$ cat src/rtl/codec_cfg_pkg.sv
// Shared types and the default codec register table for the init sequencer.
package codec_cfg_pkg;

    // Sequencer FSM states.
    typedef enum logic [2:0] {
        StIdle = 3'd0,
        StLoad = 3'd1,
        StReq  = 3'd2,
        StWait = 3'd3,
        StGap  = 3'd4,
        StFin  = 3'd5,
        StErr  = 3'd6
    } state_e;

    // One table entry: codec register byte and the data byte written to it.
    typedef struct packed {
        logic [7:0] register;
        logic [7:0] data;
    } entry_t;

    localparam int unsigned DEFAULT_TABLE_LEN = 10;

    // Default bring-up table; indices past the table read back as zero.
    function automatic entry_t table_entry(input logic [7:0] idx);
        entry_t e;
        case (idx)
            8'd0:    e = '{register: 8'h1E, data: 8'h00}; // soft reset
            8'd1:    e = '{register: 8'h00, data: 8'h17}; // left line in
            8'd2:    e = '{register: 8'h02, data: 8'h17}; // right line in
            8'd3:    e = '{register: 8'h04, data: 8'h79}; // left headphone
            8'd4:    e = '{register: 8'h06, data: 8'h79}; // right headphone
            8'd5:    e = '{register: 8'h08, data: 8'h12}; // analog path
            8'd6:    e = '{register: 8'h0A, data: 8'h00}; // digital path
            8'd7:    e = '{register: 8'h0C, data: 8'h00}; // power down ctrl
            8'd8:    e = '{register: 8'h0E, data: 8'h42}; // digital iface
            8'd9:    e = '{register: 8'h12, data: 8'h01}; // activate
            default: e = '0;
        endcase
        return e;
    endfunction

endpackage

$ cat src/rtl/codec_init_rom.sv
// Synchronous-read table ROM: one cycle from index to entry.
module codec_init_rom
    import codec_cfg_pkg::*;
#(
    parameter int unsigned N_ENTRIES = 10
) (
    input  logic       clk_i,
    input  logic [7:0] idx_i,
    output entry_t     entry_o
);

    entry_t entry_q;

    // Registered read; out-of-range indices return an all-zero entry.
    always_ff @(posedge clk_i) begin
        if (32'(idx_i) < N_ENTRIES) begin
            entry_q <= table_entry(idx_i);
        end else begin
            entry_q <= '0;
        end
    end

    assign entry_o = entry_q;

endmodule

$ cat src/rtl/codec_init_seq.sv
// Codec init sequencer: walks the register table, issuing one I2C write per
// entry with an idle gap between writes and a per-write completion timeout.
module codec_init_seq
    import codec_cfg_pkg::*;
#(
    parameter logic [6:0]  DEV_ADDR       = 7'h1A,
    parameter int unsigned N_ENTRIES      = 10,
    parameter int unsigned GAP_CYCLES     = 1000,
    parameter int unsigned TIMEOUT_CYCLES = 1_000_000
) (
    input  logic       sys_clk,
    input  logic       reset,
    input  logic       start,
    output logic       busy,
    output logic       done,
    output logic       error,
    output logic [7:0] err_idx,
    output logic [6:0] addr,
    output logic [7:0] register,
    output logic [7:0] data,
    output logic       write,
    input  logic       wr_done
);

    localparam logic [7:0]  IDX_LAST = 8'(N_ENTRIES - 1);
    localparam logic [32:0] TO_LAST  = 33'(TIMEOUT_CYCLES) - 33'd1;
    localparam logic [31:0] GAP_LAST = 32'(GAP_CYCLES) - 32'd1;
    localparam bit          SKIP_GAP = (GAP_CYCLES == 0);

    state_e      state_q, state_d;
    logic [7:0]  idx_q, idx_d;
    logic        busy_q, busy_d;
    logic        error_q, error_d;
    logic [7:0]  err_idx_q, err_idx_d;
    logic [6:0]  addr_q, addr_d;
    logic [7:0]  register_q, register_d;
    logic [7:0]  data_q, data_d;
    logic [31:0] timer_q, timer_d;
    logic [31:0] gap_q, gap_d;
    logic        arm_q;
    entry_t      rom_entry;
    logic        timer_term;
    logic [31:0] timer_inc;

    // ROM is addressed with next-state idx so the entry is ready by the end of LOAD.
    codec_init_rom #(
        .N_ENTRIES(N_ENTRIES)
    ) u_rom (
        .clk_i  (sys_clk),
        .idx_i  (idx_d),
        .entry_o(rom_entry)
    );

    assign timer_term = ({1'b0, timer_q} + 33'd1) >= TO_LAST;
    assign timer_inc  = (timer_q == 32'hFFFF_FFFF) ? timer_q : timer_q + 32'd1;

    // Next-state and datapath update for the sequencer.
    always_comb begin
        state_d    = state_q;
        idx_d      = idx_q;
        busy_d     = busy_q;
        error_d    = error_q;
        err_idx_d  = err_idx_q;
        addr_d     = addr_q;
        register_d = register_q;
        data_d     = data_q;
        timer_d    = timer_q;
        gap_d      = gap_q;
        case (state_q)
            StIdle: begin
                // arm_q keeps start from being taken on the first edge after reset.
                if (start && arm_q) begin
                    idx_d   = 8'd0;
                    error_d = 1'b0;
                    busy_d  = 1'b1;
                    state_d = StLoad;
                end
            end
            StLoad: begin
                addr_d     = DEV_ADDR;
                register_d = rom_entry.register;
                data_d     = rom_entry.data;
                state_d    = StReq;
            end
            StReq: begin
                timer_d = 32'd0;
                state_d = StWait;
            end
            StWait: begin
                // Completion takes priority over a coincident timeout.
                if (wr_done) begin
                    if (idx_q == IDX_LAST) begin
                        state_d = StFin;
                    end else begin
                        idx_d   = idx_q + 8'd1;
                        gap_d   = 32'd0;
                        state_d = SKIP_GAP ? StLoad : StGap;
                    end
                end else begin
                    timer_d = timer_inc;
                    if (timer_term) begin
                        state_d = StErr;
                    end
                end
            end
            StGap: begin
                if (gap_q == GAP_LAST) begin
                    state_d = StLoad;
                end else begin
                    gap_d = gap_q + 32'd1;
                end
            end
            StFin: begin
                busy_d  = 1'b0;
                state_d = StIdle;
            end
            StErr: begin
                error_d   = 1'b1;
                err_idx_d = idx_q;
                busy_d    = 1'b0;
                state_d   = StIdle;
            end
            default: state_d = StIdle;
        endcase
    end

    // State registers with asynchronous reset.
    always_ff @(posedge sys_clk or posedge reset) begin
        if (reset) begin
            state_q    <= StIdle;
            idx_q      <= 8'd0;
            busy_q     <= 1'b0;
            error_q    <= 1'b0;
            err_idx_q  <= 8'd0;
            addr_q     <= 7'd0;
            register_q <= 8'd0;
            data_q     <= 8'd0;
            timer_q    <= 32'd0;
            gap_q      <= 32'd0;
            arm_q      <= 1'b0;
        end else begin
            state_q    <= state_d;
            idx_q      <= idx_d;
            busy_q     <= busy_d;
            error_q    <= error_d;
            err_idx_q  <= err_idx_d;
            addr_q     <= addr_d;
            register_q <= register_d;
            data_q     <= data_d;
            timer_q    <= timer_d;
            gap_q      <= gap_d;
            arm_q      <= 1'b1;
        end
    end

    assign write    = (state_q == StReq);
    assign done     = (state_q == StFin);
    assign busy     = busy_q;
    assign error    = error_q;
    assign err_idx  = err_idx_q;
    assign addr     = addr_q;
    assign register = register_q;
    assign data     = data_q;

endmodule
$ cat config.mk
export PLATFORM = sky130hd
export DESIGN_NAME = codec_init_seq
export DESIGN_NICKNAME = d
export VERILOG_FILES = /design/src/rtl/codec_cfg_pkg.sv /design/src/rtl/codec_init_rom.sv /design/src/rtl/codec_init_seq.sv
export SDC_FILE = /design/constraint.sdc
export NUM_CORES = 1
export LEC_CHECK = 0
export CAP_MARGIN = 30
export CORE_ASPECT_RATIO = 1.2
export CORE_UTILIZATION = 45
export DETAILED_ROUTE_END_ITERATION = 8
export PLACE_DENSITY = 0.73
export SLEW_MARGIN = 20
export SYNTH_ARGS = -nofsm -noshare
export SYNTH_HDL_FRONTEND = slang
export SYNTH_SLANG_ARGS = --single-unit
export TNS_END_PERCENT = 20
$ cat constraint.sdc
create_clock -name sys_clk -period 3.5 [get_ports sys_clk]
set_clock_uncertainty 0.1 [all_clocks]
set_input_delay 0.7 -clock sys_clk [delete_from_list [all_inputs] [get_ports sys_clk]]
set_output_delay 0.7 -clock sys_clk [all_outputs]
set_load 0.01 [all_outputs]
# ---- After elaboration in Yosys (flattened, before gate mapping)
# Memory sizes are Yosys's and may differ from the RTL's. A register that Yosys moved wholly into a read port is not among the register bits.
# Index checks and enable logic that the tools add are counted.
dict set report word_totals {
  regBits 119
  romBits 176
  input_bits 4
  out_inout_bits 35
  elab_cells 73
  mem_count 1
}
# name depth word_bits read_ports rd_clocked_by_memory_dff write_ports line
set mem_list {}
lappend mem_list {{(name not given)} 16 11 1 1 0 codec_cfg_pkg.sv:26} ;# case (idx)
dict set report classes {
  add_sub_neg 4
  magnitude_cmp 2
  n_eq_ne 17
  muxes 21
  reduce_logical 15
}
# operator count
set op_table {}
lappend op_table {{$mux 32} 5}
lappend op_table {{$pmux 32 s2} 2}
lappend op_table {{$add 32x1->32 const B} 2}
lappend op_table {{$add 32x1->33 const B} 1}
lappend op_table {{$ge 33x20->1 const B} 1}
lappend op_table {{$eq 32x10->1 const B} 1}
lappend op_table {{$eq 32x32->1 const B} 1}
lappend op_table {{$mux 8} 3}
lappend op_table {{$pmux 8 s2} 1}
lappend op_table {{$pmux 3 s5} 1}
lappend op_table {{$ne 2x2->1 const B} 7}
lappend op_table {{$mux 3} 4}
lappend op_table {{$eq 3x3->1 const B} 3}
lappend op_table {{$add 8x1->8 const B} 1}
lappend op_table {{$eq 8x4->1 const B} 1}
lappend op_table {{$lt 8x4->1 const B} 1}
lappend op_table {{$reduce_bool 2->1} 4}
lappend op_table {{$eq 3x2->1 const B} 2}
lappend op_table {{$reduce_and 2->1} 3}
lappend op_table {{$reduce_and 3->1} 2}
lappend op_table {{$logic_not 4->1} 1}
lappend op_table {{$pmux 1 s2} 2}
lappend op_table {{$reduce_and 4->1} 1}
lappend op_table {{$eq 3x1->1 const B} 1}
lappend op_table {{other kinds (6)} 8}

# ---- Depth between registers and ports, before layout
dict set report depth {
  ltp_word 7
  mapped_depth 12
  ltp_nobuf 12
}

# ---- Cells and area by module
# From an unflattened synthesis, not the netlist that was laid out.
dict set report unflattened {
  cells_unflattened 659
  area_unflattened_um2 6170.9
}
# mod n_inst cells_each area_per_inst_um2 seq_area_each_um2
set by_module_without_submodules {}
lappend by_module_without_submodules {codec_init_seq 1 603 5640.4 2577.5}
lappend by_module_without_submodules {codec_init_rom 1 56 530.5 200.2}

# ---- Worst setup path before layout
# No wires, ideal clock.
dict set report synth_path {
  kind {input -> register}
  from {input port wr_done}
  to {register u_rom.entry_q (netlist bit u_rom.entry_o[0])}
  setup_time_ns 0.076
  arrival_ns 2.616
  t_required_ns 3.324
  setup_slack_ns 0.708
  stages 9
  n_path_buf 1
  cell_sequence {clkbuf_1 -> a21bo_2 -> nor2_2 -> nor2_1 -> a21oi_1 -> inv_1 -> ha_1 -> or3_1 -> a31oi_1}
}
dict set report synth_between {
  elab_chain_len 5
  elab_cells_between_ends 6
  cone_classes {order compare (1); mux (2); reduce/logical (3)}
}
# element line
set synth_lines {}
lappend synth_lines {{start, declared} codec_init_seq.sv:22} ;# input logic wr_done
lappend synth_lines {{$mux 8 (*)} codec_init_seq.sv:91} ;# if (wr_done) begin
lappend synth_lines {{$pmux 8 s2 (*)} codec_init_seq.sv:69} ;# case (state_q)
lappend synth_lines {{named net idx_d[0]} codec_init_seq.sv:31} ;# logic [7:0] idx_q, idx_d;
lappend synth_lines {{$lt 8x4->1} codec_init_rom.sv:16} ;# if (32'(idx_i) < N_ENTRIES) begin
lappend synth_lines {{$reduce_and 2->1 (no line)} n/a}
lappend synth_lines {{$logic_not 1->1 (no line)} n/a}
lappend synth_lines {{end signal, assigned} codec_init_rom.sv:17} ;# entry_q <= table_entry(idx_i);
lappend synth_lines {{end, declared} codec_init_rom.sv:12} ;# entry_t entry_q;
# The timed path passes the listed nets; every way through them passes the cells marked *.
# A chain may end at the register's enable or synchronous reset.

# ---- Final worst setup path
dict set report layout_path {
  from {register idx_q[5]}
  to {register u_rom.entry_q (netlist bit u_rom.entry_o[0])}
}
dict set report layout_between {
  elab_chain_len 7
  elab_cells_between_ends 10
  cone_classes {add/sub (1); order compare (1); eq/ne (1); mux (4); reduce/logical (3)}
}
# element line
set layout_lines {}
lappend layout_lines {{start, declared} codec_init_seq.sv:31}
lappend layout_lines {{start signal, assigned} codec_init_seq.sv:143} ;# idx_q <= idx_d;
lappend layout_lines {{$eq 8x4->1 (*)} codec_init_seq.sv:92} ;# if (idx_q == IDX_LAST) begin
lappend layout_lines {{$mux 8 (*)} codec_init_seq.sv:92}
lappend layout_lines {{$mux 8 (*)} codec_init_seq.sv:91}
lappend layout_lines {{$pmux 8 s2 (*)} codec_init_seq.sv:69}
lappend layout_lines {{named net idx_d[0]} codec_init_seq.sv:31}
lappend layout_lines {{$lt 8x4->1} codec_init_rom.sv:16}
lappend layout_lines {{$reduce_and 2->1 (no line)} n/a}
lappend layout_lines {{$logic_not 1->1 (no line)} n/a}
# Marked as above.

==> results.tsv <==
metric	value	unit
met2 Use GR	36.2	%
Core ar.	12800	um2
crit path time final	2830	ps
Final setup viols	0	
ANT cells	0	
Synth Register Bits	107	
drt first pass iters	7	
peak supply drop	0.418	mV
number of enable flip-flop cells after synthesis	0	
Leakage	2.76	nW
met3 Resource Use GR	2.19	%
achievable frequency	354	MHz
finished layout cell area	6700	um2
buffers added on ports	29	
critical path cell sequence	nor4_1, a21bo_2, a21oi_1, a21oi_1, inv_1, ha_1, or3_1, a31oi_1	
vias per inst	5.77	
Avg Inst Size Synth	8.90	um2
HP Class	reg2reg	
dominant synthesized flop cell	dfrtp_1	
commonest cells in the netlist	97 x dfrtp_1, 70 x o21ai_0, 66 x nor2_1, 62 x nand2_1, 33 x a21oi_1	
pins over their slew limit	0	
status	completed	
P&R area growth vs syn	12.1	%
Root Buffer	clkbuf_16	
latest clock arrival within the worst-skew pair	360	ps
Worst EP arrival	3020	ps
remaining antenna violation count	0	
Avg WL per Cell	15.1	um
met1 Use GR	25.3	%
Initial DRC Count	248	
# IOs	39	
Post-Route Utilization	52.5	%
final hold slack	375	ps
most common cell in the netlist	dfrtp_1	
post-synthesis sequential area ratio	43.9	%
CTS Buf Count	9	
vias	4972	
Hold Buf Count CTS	0	
Die Span Y	128	um
die area	13800	um2
num rows	45	
number of global-route vias before repair	4829	
Yosys top cell area share	40.6	%
total track usage	20.6	%
largest net degree at the start of global routing	56	
yosys warns	0	
number of H-tree levels	3	
Crit-path slowest cell	nor4_1	
detailed placement HPWL	9300	um
Mapped Area	5980	um2
Clock Path Buffers	2	
die width	107	um
initial antenna violation count	0	
# DRC	0	
Async SR Flop Fraction	90.7	%
RSZ-0062 raised after global routing	false	
Total Wirelength	13000	um
WP data required	3690	ps
top cells by area, synth	dfrtp_1 41%, o21ai_0 5.9%, nor2_1 4.1%	
GR peak layer	met2	
period utilisation layout	80.8	%
TritonCTS clock tree	built	
CP Class	reg2reg	
GP Congestion	0.856	
Synth area leader	dfrtp_1	
cells after synthesis	672	
R2R Setup Slk	670	ps
CP Max Fanout	10	
CP delay by family, top	compound AO/OA/AOI/OAI gates	
setup bufs post-CTS	0	
Worst Setup Start Kind	flip-flop	
Worst-Margin Slew	656	ps
first-pass GRT wire length	22600	um
pwr/cell area	575	nW/um2
Initial Util	46.8	%
Crit. End Element	flip-flop	
Unique masters post-synth	66	
Worst path max stage delay	520	ps
Worst-path clk slew	80	ps
# Max-Cap Violations	0	
Setup TNS	0	ps
clk sinks	107	
Final Hold Viols	0	
slew margin rel.	55.9	%
placed cell areas	6390	um2
nets@finish	706	
GRT overflow	0	
cell mode on critical path	a21oi_1	
layout cell share with drive strength beyond 1	9.89	%
WP buf/inv	1	
post-CTS sizing	0	
[sequential cells by signal (all words and copies together) (netlist names), 3 cells and up]
| signal | count |
|---|---|
| err_idx | 8 |
| timer_q | 32 |
| idx_q | 8 |
| register | 4 |
| state_q | 3 |
| u_rom.entry_o | 10 |
| gap_q | 32 |
| data | 6 |
[worst register-to-register path: stages, from the launching register on]
cell,delay [ps]
dfrtp_1,500
nor4_1,520
a21bo_2,260
a21oi_1,90
a21oi_1,390
inv_1,130
ha_1,240
or3_1,370
a31oi_1,160
[worst paths after layout]
path                                  start                to  cells after the start
max reg2reg                        idx_q[5]  u_rom.entry_o[0]                      8
max in group asynchronous             reset         gap_q[19]                      3
min reg2reg                u_rom.entry_o[6]           data[6]                      1
max                                idx_q[5]  u_rom.entry_o[0]                      8
min in group asynchronous             reset       timer_q[29]                      2
min                        u_rom.entry_o[6]           data[6]                      1
[layer usage]
layer  part of all wire [%]  wire, um  up-vias
met5                      0         0        -
met4                    2.7       350        0
met3                    3.5       453       25
met2                     51      6670      126
met1                     42      5510     2410
li1                       -         -     2411
[metrics by stage]
stage	std cells	total power (W)	setup slack, ps
finish	862	0.00385	674
global placement	845	0.00279	441
floorplan	680	0.00241	166
global route	862	0.00410	454
CTS	862	0.00388	653
detailed placement	846	0.00283	391
[final cells by class]
cell class	instances	area (um2)
clock buffer	9	225
clock inverter	7	88.8
fill	1133	6080
inverter	23	88.8
multi-input combinational	508	3050
sequential	107	2630
tap	164	205
timing repair buffer	44	415
[layout by cell type, fill, tap and decap left out, types with 5 or more instances in the layout]
cell	netlist	final
a211oi_1	5	5
a21oi_1	33	33
a31oi_1	6	6
and3_1	21	21
buf_4	13	14
clkbuf_16	0	9
clkdlybuf4s50_1	0	29
conb_1	2	10
dfrtp_1	97	97
dfxtp_1	10	10
ha_1	9	9
inv_1	22	21
mux2_2	16	16
mux2i_1	5	5
nand2_1	62	62
nand3_1	29	29
nand4_1	18	18
nor2_1	66	66
nor3_1	24	24
nor4_1	7	7
o21ai_0	70	70
o31ai_1	16	16
or3_1	11	11
or3_2	5	5
or4_1	5	5
xnor2_1	27	27
xor2_1	8	8
[cell families after synthesis]
family                     after synthesis  share of synthesized area, %
buffers and inverters                   65                          5.52
xor gates and xnor gates                35                          5.13
and+or+nand+nor                        283                          24.3
muxes                                   22                          4.04
AOI/OAI and AO/OA                      149                          15.1
DFF                                    107                          43.9
adders and majority gates                9                          1.88
other                                    2                         0.126
[power breakdown]
group | total, W | leakage (nW) | internal [W] | switching (W)
sequential | 0.00161 | 1.40 | 0.00144 | 0.000174
combinational | 0.00120 | 1.21 | 0.000535 | 0.000663
clock | 0.00105 | 0.153 | 0.000517 | 0.000529
total | 0.00385 | 2.76 | 0.00249 | 0.00137
Note: power is estimated with default switching activity, not from simulation.
